==> src/rtl/lsu_pkg.sv <==
// Shared encodings for the load/store unit: access sizes, FSM states and
// the word-offset mask used to form word-aligned memory addresses.
package lsu_pkg;

  localparam int DATA_W = 32;

  localparam logic [1:0] SZ_BYTE = 2'b00;
  localparam logic [1:0] SZ_HALF = 2'b01;
  localparam logic [1:0] SZ_WORD = 2'b10;

  localparam logic [1:0] WORD_OFS_MASK = 2'b11;

  typedef enum logic [1:0] {
    ST_IDLE,
    ST_RD,
    ST_WR,
    ST_RESP
  } lsu_state_e;

  // The reserved size code 2'b11 behaves exactly like a word access.
  function automatic logic [1:0] norm_size(input logic [1:0] sz);
    return (sz == 2'b11) ? SZ_WORD : sz;
  endfunction

endpackage

==> src/rtl/lsu_align.sv <==
// Combinational lane logic: load extract with sign/zero extension, sub-word
// store merge, and misalignment detection (LSU_MISALIGN_TRAP_EN enables the trap).
module lsu_align
  import lsu_pkg::*;
(
  input  logic [1:0]        chk_addr_lo,
  input  logic [1:0]        chk_size,
  input  logic [1:0]        addr_lo,
  input  logic [1:0]        size,
  input  logic              uns,
  input  logic [DATA_W-1:0] rdata,
  input  logic [15:0]       wdata,
  output logic [DATA_W-1:0] load_data,
  output logic [DATA_W-1:0] store_word,
  output logic              misaligned
);

  function automatic logic [DATA_W-1:0] ext8(input logic signed [7:0] v, input logic zext);
    return zext ? {{(DATA_W-8){1'b0}}, v} : {{(DATA_W-8){v[7]}}, v};
  endfunction

  function automatic logic [DATA_W-1:0] ext16(input logic signed [15:0] v, input logic zext);
    return zext ? {{(DATA_W-16){1'b0}}, v} : {{(DATA_W-16){v[15]}}, v};
  endfunction

  logic signed [7:0]  byte_s;
  logic signed [15:0] half_s;

  // Half accesses use addr[1] only, so an untrapped odd half address still hits a legal lane.
  always_comb begin
    byte_s     = rdata[{addr_lo, 3'b000} +: 8];
    half_s     = rdata[{addr_lo[1], 4'b0000} +: 16];
    load_data  = rdata;
    store_word = rdata;
    case (size)
      SZ_BYTE: begin
        load_data = ext8(byte_s, uns);
        store_word[{addr_lo, 3'b000} +: 8] = wdata[7:0];
      end
      SZ_HALF: begin
        load_data = ext16(half_s, uns);
        store_word[{addr_lo[1], 4'b0000} +: 16] = wdata;
      end
      default: ;
    endcase
  end

`ifdef LSU_MISALIGN_TRAP_EN
  logic [1:0] chk_sz_n;
  assign chk_sz_n   = norm_size(chk_size);
  assign misaligned = ((chk_sz_n == SZ_HALF) && chk_addr_lo[0]) ||
                      ((chk_sz_n == SZ_WORD) && ((chk_addr_lo & WORD_OFS_MASK) != 2'b00));
`else
  logic unused_chk;
  assign unused_chk = ^{chk_addr_lo, chk_size};
  assign misaligned = 1'b0;
`endif

endmodule

==> src/rtl/mem_lsu.sv <==
// Load/store unit driving a word-wide memory; sub-word stores are read-modify-write.
// Misaligned accesses trap with resp_err only when LSU_MISALIGN_TRAP_EN is defined.
module mem_lsu
  import lsu_pkg::*;
#(
  parameter int ADDR_W = 32
) (
  input  logic              clk,
  input  logic              rst_n,
  input  logic              req_valid,
  output logic              req_ready,
  input  logic              req_we,
  input  logic [1:0]        req_size,
  input  logic              req_unsigned,
  input  logic [ADDR_W-1:0] req_addr,
  input  logic [31:0]       req_wdata,
  output logic              resp_valid,
  output logic [31:0]       resp_rdata,
  output logic              resp_err,
  output logic              mem_read,
  output logic              mem_write,
  output logic [ADDR_W-1:0] mem_addr,
  output logic [31:0]       mem_wdata,
  input  logic [31:0]       mem_rdata
);

  lsu_state_e        state, state_nxt;
  logic [1:0]        size_n, size_q, addr_lo_q;
  logic              we_q, uns_q, err_q;
  logic [15:0]       wdata_q;
  logic              accept, misaligned;
  logic [DATA_W-1:0] load_data, store_word;

  assign size_n = norm_size(req_size);
  assign accept = req_valid && (state == ST_IDLE);

  lsu_align u_align (
    .chk_addr_lo (req_addr[1:0]),
    .chk_size    (size_n),
    .addr_lo     (addr_lo_q),
    .size        (size_q),
    .uns         (uns_q),
    .rdata       (mem_rdata),
    .wdata       (wdata_q),
    .load_data   (load_data),
    .store_word  (store_word),
    .misaligned  (misaligned)
  );

  always_comb begin
    state_nxt = state;
    case (state)
      ST_IDLE: begin
        if (req_valid) begin
          if (misaligned)                         state_nxt = ST_RESP;
          else if (req_we && (size_n == SZ_WORD)) state_nxt = ST_WR;
          else                                    state_nxt = ST_RD;
        end
      end
      ST_RD:   state_nxt = we_q ? ST_WR : ST_RESP;
      ST_WR:   state_nxt = ST_RESP;
      ST_RESP: state_nxt = ST_IDLE;
      default: state_nxt = ST_IDLE;
    endcase
  end

  always_ff @(posedge clk or negedge rst_n) begin
    if (!rst_n) begin
      state      <= ST_IDLE;
      size_q     <= SZ_BYTE;
      addr_lo_q  <= 2'b00;
      we_q       <= 1'b0;
      uns_q      <= 1'b0;
      err_q      <= 1'b0;
      wdata_q    <= '0;
      mem_addr   <= '0;
      mem_wdata  <= '0;
      resp_rdata <= '0;
    end else begin
      state <= state_nxt;
      if (accept) begin
        size_q    <= size_n;
        addr_lo_q <= req_addr[1:0];
        we_q      <= req_we;
        uns_q     <= req_unsigned;
        err_q     <= misaligned;
        wdata_q   <= req_wdata[15:0];
        mem_addr  <= {req_addr[ADDR_W-1:2], req_addr[1:0] & ~WORD_OFS_MASK};
        if (req_we && (size_n == SZ_WORD)) mem_wdata <= req_wdata;
      end
      // The RD cycle either finishes a load or supplies the word for the merge.
      if (state == ST_RD && we_q) mem_wdata <= store_word;
      if (state != ST_RESP && state_nxt == ST_RESP)
        resp_rdata <= (state == ST_RD) ? load_data : '0;
    end
  end

  assign req_ready  = (state == ST_IDLE);
  assign mem_read   = (state == ST_RD);
  assign mem_write  = (state == ST_WR);
  assign resp_valid = (state == ST_RESP);
  assign resp_err   = (state == ST_RESP) && err_q;

endmodule

==> config.mk <==
export PLATFORM = sky130hd
export DESIGN_NAME = mem_lsu
export DESIGN_NICKNAME = d
export VERILOG_FILES = /design/src/rtl/lsu_pkg.sv /design/src/rtl/lsu_align.sv /design/src/rtl/mem_lsu.sv
export SDC_FILE = /design/constraint.sdc
export NUM_CORES = 1
export LEC_CHECK = 0
export ABC_AREA = 1
export CELL_PAD_IN_SITES_DETAIL_PLACEMENT = 1
export CELL_PAD_IN_SITES_GLOBAL_PLACEMENT = 2
export CORE_AREA = 2 2 177 179
export DETAILED_ROUTE_END_ITERATION = 10
export DIE_AREA = 0 0 179 181
export GPL_ROUTABILITY_DRIVEN = 0
export GPL_TIMING_DRIVEN = 0
export PLACE_DENSITY_LB_ADDON = 0.1
export SLEW_MARGIN = 20
export SYNTH_ARGS = -nofsm -noshare
export SYNTH_HDL_FRONTEND = slang
export SYNTH_HIERARCHICAL = 1
export SYNTH_SLANG_ARGS = --single-unit
==> constraint.sdc <==
create_clock -name clk -period 2.65 [get_ports clk]
set_clock_uncertainty 0.1 [all_clocks]
set_input_delay 0.3975 -clock clk [delete_from_list [all_inputs] [get_ports clk]]
set_output_delay 0.3975 -clock clk [all_outputs]
set_load 0.05 [all_outputs]
---- Word level (Yosys, flattened, before mapping) ----
Cells that the tools add are included.
storage, ports and cells
  flip-flop bits (word level) ............. 118
  word-level logic and storage cells ...... 49
cells by class
  add/subtract/negate cells ............... 2
  equal/unequal tests ..................... 8
  shifts and indexed selects .............. 6
  muxes and demuxes ....................... 15
  reductions and logical operators ........ 9
operators by type and width
  cell                     count
  $mux 32                  6
  $pmux 32 s2              2
  $bwmux 32                2
  $shift 16x7->32 const A  1
  $shift 8x7->32 const A   1
  $shiftx 16x7->32         1
  $shiftx 32x6->16         1
  $shiftx 32x6->8          1
  $shiftx 8x7->32          1
  $neg 5->7                2
  $eq 2x2->1 const B       5
  $pmux 2 s4               1
  $mux 2                   3
  $eq 2x1->1 const B       2
  $logic_and 1x1->1        4
  $logic_not 2->1          2
  $reduce_bool 2->1        2
  $ne 2x2->1 const B       1
  $reduce_and 2->1         1
  $mux 1                   1

---- Depth between registers and ports, before layout ----
  depth after elaboration ................. 9
  depth in mapped cells ................... 13

---- By module ----
Netlist, hierarchy kept.
by module, submodules not included
  module     instances  cells each  area each (sq um)  seq. area each (sq um)
  mem_lsu    1          536         5295.1             2977.9
  lsu_align  1          441         2220.9             0.0

---- Worst setup path before layout ----
OpenSTA, ideal clock, no wires.
  path kind ............................... register -> register
  from .................................... reg state[0]
  to ...................................... reg resp_rdata[0]
  setup time .............................. 119 ps
  arrival time ............................ 1775 ps
  data required time ...................... 2431 ps
  slack ................................... 656 ps
  stages on the path, launching flop included .. 11
  buffers on the path ..................... 1
  period minus slack after synthesis ...... 1994 ps
  path through ............................ dfrtp_1 > inv_1 > ha_1 > inv_1 > nor2_1 > nand2_1 > nand2_2 > nand3_2 > buf_2 > nand2_1 > nand2_1
between the ends
  word-level cells in the longest chain between the ends .. 4
  elaborated cells between the ends (all ways) .. 10
RTL lines
  element                   RTL line       text
  start: declaration        mem_lsu.sv:27  lsu_state_e state, state_nxt;
  start signal: assignment  mem_lsu.sv:80  state <= state_nxt;
  $logic_not 2->1           -
  via req_ready             mem_lsu.sv:11  output logic req_ready,
  $pmux 2 s4                mem_lsu.sv:52  case (state)
  $eq 2x2->1                mem_lsu.sv:93  if (state != ST_RESP && state_nxt == ST_RESP)
  $logic_and 1x1->1         mem_lsu.sv:93
  end signal: assignment    mem_lsu.sv:94  resp_rdata <= (state == ST_RD) ? load_data : '0;
  end: declaration          mem_lsu.sv:18  output logic [31:0] resp_rdata,
The timed path passes the listed nets, and every way through them passes these cells.
A chain may end at the register's enable or synchronous reset.

---- Worst setup path in the final report ----
  from .................................... reg state[1]
  to ...................................... out req_ready
between the ends
  word-level cells in the longest chain between the ends .. 1
RTL lines
  element           RTL line       text
  $logic_not 2->1   mem_lsu.sv:98  assign req_ready = (state == ST_IDLE);
  end: declaration  mem_lsu.sv:11
No other way between the ends.

==> flow_summary_export.csv <==
group,metric,value,unit
clock_tree,cts_tree,"done",
clock_tree,htree_levels,4,
clock_tree,clkTransAtPathRegs,0.06,ns
clock_tree,cts.root.buffer_cell,"clkbuf_16",
die,die-area,32400,µm²
critical_path,crit_type,"flip-flop to primary output",
drt,drt_first_pass_iters,5,
sta,slew_headroom,0.4861,
sta,fin_ws,0.1482,ns
drt,vias,7614,
global_route,grt_pass1_wl,49.31,mm
power,p_clk_frac,0.155,
finish,antenna_cells,0,
power,swShare,0.5316,
sta,fin_setup_tns,0,ns
clock_tree,clk_latency,0.43,ns
finish,num-nets-final,1313,
placement,dpl-instance-area,10050,µm²
drt,ant_nets,0,
finish,drive_above_1_share,0.1526,
critical_path,cp.arrival,2.00,ns
sta,rsz0062_at_grt,"no",
drt,vias_per_cell,4.735,
critical_path,path_max_fanout,4,
sta,period_minus_slack,2.502,ns
global_route,grt_pass1_vias,8051,
power,peakVddDrop,568.9,µV
sta,final.period_utilization,0.9441,
sta,fmax,399.7,MHz
sta,hold_violations,0,
die,start_util,0.2474,
drt,drc_errors,0,
finish,fillers,3646,
global_route,track_usage,0.2058,
synthesis,ys.warnings.count,6,
drt,initialDrtViolationCount,360,
synthesis,synth.avg_cell_area,7.701,µm²
placement,dp_hpwl,25.47,mm
placement,dp.cells,1574,
clock_tree,numClockSinks,119,
global_route,grt_max_degree,84,
die,die_x,179,µm
finish,final_cell_area,10730,µm²
clock_tree,cts_buffers,17,
critical_path,end_kind,"primary output",
power,p_per_area,1501,nW/µm²
global_route,grt_antenna_before_repair,0,
finish,area_growth,42.93,%
job,cap_violations,0,
status,status,"finished clean",
die,die_h,181,µm
finish,layout.cells.non_filler,1608,
placement,pre_cts_slack,-0.1484,ns
die,coreArea,30350,µm²
synthesis,netlist_area,7508,µm²
global_route,globalRoute.totalOverflow,0,
sta,tightest_slew,0.7709,ns
power,p_sw,8.564,mW
power,internal_power,7.545,mW
clock_tree,cts_buffer_depth,2,
sta,setup_viol,0,
die,rows,64,
critical_path,max_stage_delay,0.84,ns
drt,routed_wl,32.67,mm
synthesis,synthCells,975,
critical_path,critical_path_required,2.15,ns
power,combPwrFrac,0.636,
sta,whs,0.3220,ns
critical_path,crit_chain,"inv_1, ha_1, clkdlybuf4s50_1",
drt,detail_route.wl_per_cell,20.32,µm
placement,numPortBuffers,201,
critical_path,startpoint_type,"flip-flop",
critical_path,crit_slowest_cell,"clkdlybuf4s50_1",
power,p_leak,5.256,nW
die,ios,204,
sta,report.final.slew_viol_count,0,
min_path,hp-class,"input pin to async pin",
power,p_seq_frac,0.209,
[flip-flops by register name (all words and copies together), names as in the netlist]
name / cells
size_q: 2
state: 2
resp_rdata: 32
err_q: 1
addr_lo_q: 2
mem_addr: 30
we_q: 1
mem_wdata: 32
wdata_q: 16
uns_q: 1
[critical path, delay by kind of cell, from the launching register on]
| family | cells | cell delay (ns) |
|---|---|---|
| fa+ha+maj | 1 | 0.22 |
| buf+inv | 2 | 0.94 |
| flops | 1 | 0.42 |
[cell type report]
type                    count  area (µm²)  area share
multi-input cells         705        3804      0.3544
flip-flops and latches    119        2980      0.2777
repair buffers            207        2090      0.1947
well taps                 396       495.5     0.04617
clock buffers              20       466.7     0.04349
plain buffers              67       420.4     0.03917
inverters                  84       330.3     0.03078
clock inverters            10       145.1     0.01352
[cell usage in the layout, fill, tap and decap left out, drive strengths merged]
master,count
a21boi,25
a21oi,10
a31oi,32
buf,59
bufinv,3
clkbuf,34
clkdlybuf4s50,198
clkinv,4
clkinvlp,4
conb,3
dfrtp,119
dlygate4sd3,1
dlymetal6s2s,2
ha,9
inv,83
mux2,51
nand2,338
nand3,69
nand4,34
nor2,43
o211ai,5
o21ai,75
o21bai,1
o22ai,9
o31ai,1
[metal layers]
layer	wire [µm]	track usage
met1	15310	0.2820
met2	15120	0.3300
met3	1732	0.04082
met4	512	0.05171
met5	0	0
[timing repair]
| action | CTS | global route |
|---|---|---|
| endpoints found under the hold margin | 36 | 0 |
| hold buffers | 1 | 0 |
| endpoints found under the setup margin | 15 | 30 |
| pin swaps | 0 | 1 |
| cloned | 0 | 0 |
| buffers inserted | 0 | 4 |
| gates resized for setup | 5 | 7 |
[power groups by stage]
stage	Combinational (mW)	Sequential (mW)	Clock (mW)
3_3_place_gp	10.1	3.37	0
2_1_floorplan	4.33	5.53	0
6_report	10.2	3.37	2.49
5_1_grt	11.0	3.49	2.65
3_5_place_dp	10.2	3.39	0
4_1_cts	10.3	3.37	2.56
[through the flow]
step                      power, mW    util
after floorplan               9.861       -
after global placement        13.48  0.3301
after detailed placement      13.56  0.3312
after CTS                     16.18  0.3523
after global routing          17.16  0.3536
final                         16.11  0.3536
[final timing paths]
check,from,to,slack (ns),cells past startpoint
worst max-delay path,state[1],req_ready,0.15,3
worst min-delay path,rst_n,mem_wdata[5],0.32,2
worst max register to register,addr_lo_q[1],mem_wdata[12],0.16,11
worst min register to register,resp_rdata[30],resp_rdata[30],0.37,2
max in group asynchronous,rst_n,resp_rdata[20],1.38,3
min in group clk,resp_rdata[30],resp_rdata[30],0.37,2
(Power assumes the default switching activity.)
